===== config.mk =====
export PLATFORM = sky130hd
export DESIGN_NAME = spi_flash_responder
export DESIGN_NICKNAME = d
export VERILOG_FILES = /design/src/rtl/spi_flash_responder.sv
export SDC_FILE = /design/constraint.sdc
export NUM_CORES = 1
export LEC_CHECK = 0
export ABC_AREA = 1
export CORE_AREA = 5 5 261 263
export CTS_CLUSTER_DIAMETER = 200
export CTS_CLUSTER_SIZE = 28
export DETAILED_ROUTE_END_ITERATION = 16
export DIE_AREA = 0 0 266 268
export HOLD_SLACK_MARGIN = 0.02
export SLEW_MARGIN = 20
export SYNTH_ARGS = -nofsm -noshare
export SYNTH_HDL_FRONTEND = slang
export SYNTH_SLANG_ARGS = --single-unit

===== constraint.sdc =====
create_clock -name p_clk -period 5.1 [get_ports p_clk]
set_clock_uncertainty 0.2 [all_clocks]
set_input_delay 1.02 -clock p_clk [delete_from_list [all_inputs] [get_ports p_clk]]
set_output_delay 1.02 -clock p_clk [all_outputs]
set_load 0.03 [all_outputs]

===== src/rtl/spi_flash_responder.sv =====
// SPI NOR-flash target with a byte-wide SPI port. It answers WRITE (0x02),
// READ (0x01) and ID (0x9F) against a small 32-bit word array. All other
// opcodes are accepted and ignored. Every signal is sampled on p_clk.
module spi_flash_responder #(
    parameter int          DEPTH  = 16,
    parameter logic [31:0] DEV_ID = 32'hEF40_1800
) (
    input  logic       p_clk,
    input  logic       p_reset,
    input  logic       s_clk,
    input  logic       s_css,
    input  logic [7:0] s_mosi,
    output logic [7:0] s_miso,
    output logic       wr_done
);

    localparam int IW = $clog2(DEPTH);
    localparam logic [IW-1:0] IDX_ONE = 1;

    typedef enum logic [2:0] {
        IDLE,
        CMD,
        ADDR,
        WDATA,
        RDATA,
        IDOUT,
        IGNORE
    } state_t;

    // Input registers and the edge-detect history
    logic        sclk_q;
    logic        sclk_prev_q;
    logic        css_q;
    logic        css_prev_q;
    logic [7:0]  mosi_q;

    // Transaction state
    state_t      state_q;
    logic [1:0]  cnt_q;
    logic        rd_op_q;
    logic [IW-1:0] idx_q;
    logic [31:0] asm_q;
    logic [31:0] rd_word_q;
    logic [31:0] nxt_word_q;
    logic [7:0]  miso_q;
    logic        wr_done_q;
    logic [31:0] mem_q [DEPTH];

    logic          byte_vld;
    logic          css_fall;
    logic [31:0]   a_word;
    logic [IW-1:0] a_idx;

    // A byte counts only when chip select is still low. This lets a
    // simultaneous s_css rise win over an s_clk edge.
    assign byte_vld = sclk_q & ~sclk_prev_q & ~css_q;
    assign css_fall = css_prev_q & ~css_q;
    // Shift view of the assembly register including the byte being captured:
    // the full word in WDATA, and the 24-bit address in its low bits in ADDR.
    assign a_word   = {asm_q[23:0], mosi_q};
    assign a_idx    = a_word[IW+1:2];

    assign s_miso  = miso_q;
    assign wr_done = wr_done_q;

    // Register the SPI pins once. Keep the previous value for edge detection.
    always_ff @(posedge p_clk) begin
        if (p_reset) begin
            sclk_q      <= 1'b0;
            sclk_prev_q <= 1'b0;
            css_q       <= 1'b0;
            css_prev_q  <= 1'b0;
            mosi_q      <= 8'h00;
        end else begin
            sclk_q      <= s_clk;
            sclk_prev_q <= sclk_q;
            css_q       <= s_css;
            css_prev_q  <= css_q;
            mosi_q      <= s_mosi;
        end
    end

    // Transaction FSM with the array, the read prefetch and the registered outputs
    always_ff @(posedge p_clk) begin
        if (p_reset) begin
            state_q    <= IDLE;
            cnt_q      <= 2'd0;
            rd_op_q    <= 1'b0;
            idx_q      <= '0;
            asm_q      <= 32'h0;
            rd_word_q  <= 32'h0;
            nxt_word_q <= 32'h0;
            miso_q     <= 8'h00;
            wr_done_q  <= 1'b0;
            for (int i = 0; i < DEPTH; i++) begin
                mem_q[i] <= 32'hFFFF_FFFF;
            end
        end else begin
            wr_done_q <= 1'b0;
            if (css_q) begin
                // Deselect: abandon any partial word and release MISO.
                state_q <= IDLE;
                cnt_q   <= 2'd0;
                miso_q  <= 8'h00;
            end else if (state_q == IDLE) begin
                // Only a fresh select starts a transaction. This keeps a
                // reset in mid-transaction from resuming on stray bytes.
                if (css_fall) begin
                    state_q <= CMD;
                end
            end else if (byte_vld) begin
                case (state_q)
                    CMD: begin
                        cnt_q  <= 2'd0;
                        miso_q <= 8'h00;
                        case (mosi_q)
                            8'h01: begin
                                rd_op_q <= 1'b1;
                                state_q <= ADDR;
                            end
                            8'h02: begin
                                rd_op_q <= 1'b0;
                                state_q <= ADDR;
                            end
                            8'h9F: begin
                                miso_q  <= DEV_ID[31:24];
                                state_q <= IDOUT;
                            end
                            default: state_q <= IGNORE;
                        endcase
                    end
                    ADDR: begin
                        asm_q <= a_word;
                        if (cnt_q == 2'd2) begin
                            cnt_q <= 2'd0;
                            if (rd_op_q) begin
                                // The first word goes straight out. idx_q then
                                // points at the word to prefetch next.
                                rd_word_q <= mem_q[a_idx];
                                miso_q    <= mem_q[a_idx][31:24];
                                idx_q     <= a_idx + IDX_ONE;
                                state_q   <= RDATA;
                            end else begin
                                idx_q   <= a_idx;
                                state_q <= WDATA;
                            end
                        end else begin
                            cnt_q <= cnt_q + 2'd1;
                        end
                    end
                    WDATA: begin
                        asm_q <= a_word;
                        if (cnt_q == 2'd3) begin
                            mem_q[idx_q] <= a_word;
                            wr_done_q    <= 1'b1;
                            idx_q        <= idx_q + IDX_ONE;
                            cnt_q        <= 2'd0;
                        end else begin
                            cnt_q <= cnt_q + 2'd1;
                        end
                    end
                    RDATA: begin
                        cnt_q <= cnt_q + 2'd1;
                        case (cnt_q)
                            2'd0: begin
                                miso_q     <= rd_word_q[23:16];
                                nxt_word_q <= mem_q[idx_q];
                            end
                            2'd1: miso_q <= rd_word_q[15:8];
                            2'd2: miso_q <= rd_word_q[7:0];
                            default: begin
                                rd_word_q <= nxt_word_q;
                                miso_q    <= nxt_word_q[31:24];
                                idx_q     <= idx_q + IDX_ONE;
                            end
                        endcase
                    end
                    IDOUT: begin
                        case (cnt_q)
                            2'd0:    miso_q <= DEV_ID[23:16];
                            2'd1:    miso_q <= DEV_ID[15:8];
                            2'd2:    miso_q <= DEV_ID[7:0];
                            default: miso_q <= 8'h00;
                        endcase
                        if (cnt_q != 2'd3) begin
                            cnt_q <= cnt_q + 2'd1;
                        end
                    end
                    default: begin
                        // IGNORE: swallow bytes until deselect.
                    end
                endcase
            end
        end
    end

endmodule


==> reports/metrics.cfg <==
[yosys]
synth.most_common_cell = nand2_1
syn_avg_cell_area_um2 = 8.40
yosys_warnings = 0
synth_flop_cell = edfxtp_1
yosys-top-cells-area = edfxtp_1 48%, nand2_1 11%, o21ai_0 10%
synth_area_um2 = 32300
ys_types = 35
synth_fa_ha_area_share_pct = 0.504
synth_cells = 3844
synthXorXnorAreaFrac_pct = 0.0543
synth-edff-count = 512
synthMuxAreaShare_pct = 0
synth_largest_area_cell = edfxtp_1
yosys_register_bits = 623
netlist_top_cells_count = 939 x nand2_1, 669 x o21ai_0, 512 x edfxtp_1
synth_top_family_by_area = simple AND/OR/NAND/NOR gates
synth_fp_nets = 3869
synth_compound_area_share_pct = 18.4
synth.top_cell.area_share_pct = 47.6
synth_seq_area_share_pct = 54.5
synth-async-reset-ratio_pct = 0
synth-simple-area-share_pct = 19.0

[detailed_routing]
drt-initial-drc-count = 4268
routed_wl_um = 114000
wl_per_cell_um = 25.3
dr.pass1.iters = 7
dr_total_vias = 28000
route.antenna.remaining_nets = 0
drc = 0
drt-vias-per-instance = 6.20

[sta]
min_period_ns = 3.63
hold_viol_final = 0
rsz0062_at_grt = no
tightest_slew_ns = 1.17
finalCritPeriodShare_pct = 71.2
slew_violations = 0
finalSetupViolCount = 0
fmax_mhz = 275
tns_ns = 0
slew_headroom_pct = 21.5
fin_hold_ws_ns = 0.276

[hold_path]
worstHoldStart = rd_word_q[0]
hold_class = flop to flop
hold_end = rd_word_q[0]
hold_depth = 2

[setup_path]
crit_buf_inv = 2
r2r-end = mem_q[5][2]
required_ns = 5.24
crit_slowest_cell = o21ai_4
crit_arrival_ns = 3.77
reg2reg_slack_ns = 1.47
start_kind = flop
worstRegToRegCells = 7
critPathTopFamily = simple AND/OR/NAND/NOR gates
cp_slowest_stage_delay_ns = 0.88
r2r_start = state_q[1]
crit_type = flop to flop
crit_path_end_kind = flop
crit_fanout = 23
path_cells = inv_1 -> nand2_1 -> nand2_2 -> nor4_4 -> nand2_4 -> o21ai_4 -> buf_4

[run_status]
status = complete, no violations

[global_route]
grt_overflow = 0
met3_usage_pct = 6.99
track_usage_pct = 31.0
grt_antenna_before_repair = 4
gr-usage-met1_pct = 43.6
grt_pass1_wl_um = 168000
grt_util_met2_pct = 48.3
grt_pass1_vias = 26200
grt_start_max_net_pins = 142
top_usage_layer = met2

[flow_run]
max_cap_viol_count = 0

[power_and_ir_drop]
total_power_w = 0.00884
p_leak_nw = 10.5
vdd_drop_max_mv = 0.220
powerDensity_nw_per_um2 = 263

[floorplanning]
dieHeight_um = 268
core_um2 = 65400
io_pins = 21
die_x_um = 266
start_util_pct = 49.4
rows = 94
dieArea_um2 = 71300

[cts]
htreeDepth = 1
clkLatencyLatePin_ns = 0.63
clk_pin_slew_worst_paths_ns = 0.11
cts_buffers = 26
cts.sinks = 623
cts_setup_buffers = 0
cts_resized = 0
cts_hold_buffers = 0
clockBufferDepth = 3
root_buffer = clkbuf_16
cts_tree = yes

[placement]
dp_cells = 4471
dpl.hpwl_um = 69200
portBuffers = 20
gp_congestion = 0.898

[final_layout]
layout.cells.non_filler = 4519
fillers = 6143
area_growth_pct = 4.01
diodes = 0
num-nets-final = 3660
drive_gt1_share_pct = 4.43
final_core_util_pct = 51.3

[layout by cell type, fill, tap and decap left out, drive strengths merged]
cell / count
a211oi: 2
a21o: 2
a21oi: 341
a31oi: 6
a41oi: 1
and3: 3
buf: 64
clkbuf: 47
clkdlybuf4s50: 19
clkinv: 35
dfxtp: 111
edfxtp: 512
ha: 13
inv: 181
nand2: 954
nand3: 103
nand3b: 1
nand4: 3
nor2: 461
nor3: 10
nor4: 1
o211ai: 86
o21ai: 670
o22ai: 23
o31ai: 2
or2: 2
xor2: 2
[routing by layer]
| layer | up-vias | wire [µm] |
|---|---|---|
| met5 | - | 46 |
| met4 | 6 | 4620 |
| met3 | 281 | 13600 |
| met2 | 1710 | 50600 |
| met1 | 13500 | 45300 |
| li1 | 12500 | - |
[state kept, by name, summed over array words and instances, names as in the netlist]
| signal | count |
|---|---|
| s_miso | 8 |
| css_q | 1 |
| rd_op_q | 1 |
| sclk_prev_q | 1 |
| sclk_q | 1 |
| rd_word_q | 24 |
| mem_q | 512 |
| cnt_q | 2 |
| asm_q | 24 |
| nxt_word_q | 32 |
| mosi_q | 8 |
| wr_done | 1 |
| idx_q | 4 |
| css_prev_q | 1 |
| state_q | 3 |
[how the worst max path moves through the flow]
| stage | startpoint | end | slack (ns) | depth (start not counted) |
|---|---|---|---|---|
| after floorplan | p_reset | mem_q[0][0] | 0.34 | 3 |
| after global placement | p_reset | mem_q[5][27] | 1.16 | 5 |
| after detailed placement | p_reset | mem_q[5][19] | 1.14 | 5 |
| after CTS | css_q | mem_q[5][17] | 1.50 | 6 |
| after global routing | state_q[1] | mem_q[5][17] | 1.38 | 7 |
| final | state_q[1] | mem_q[5][2] | 1.47 | 7 |
[power breakdown]
group / switching [W] / internal [W] / total (W) / leakage, nW
clock network: 0.00166 / 0.00102 / 0.00269 / 0.368
logic: 0.000518 / 0.000138 / 0.000656 / 5.79
registers: 0.0000192 / 0.00548 / 0.00550 / 4.37
[logic make-up (layout without fill, tap and decap cells)]
logic type      Yosys count  in the layout
simple gates           1538           1538
compound gates         1133           1133
flops                   623            623
buf+inv                 535            346
fa+ha+maj                13             13
xor+xnor                  2              2
[layout make-up]
cell class | count | area (µm²) | share of cell area (%)
Tap cell | 864 | 1080 | 3.22
Clock buffer | 47 | 751 | 2.24
Sequential cell | 623 | 17600 | 52.5
Inverter | 215 | 818 | 2.44
Multi-Input combinational cell | 2686 | 12500 | 37.2
Clock inverter | 1 | 30.0 | 0.0895
Timing Repair Buffer | 83 | 788 | 2.35
[per-stage QoR]
stage               setup WS, ns  cell area (µm²)
global route                1.38            33600
CTS                         1.50            33600
floorplan                  0.340            32300
detailed placement          1.14            32800
finish                      1.47            33600
global placement            1.16            32800
[worst register-to-register path, stage by stage (launching register included)]
cell and delay [ns]:
dfxtp_1 0.42, inv_1 0.16, nand2_1 0.16, nand2_2 0.13
nor4_4 0.68, nand2_4 0.34, o21ai_4 0.89, buf_4 0.35
(Power assumes the default switching activity.)
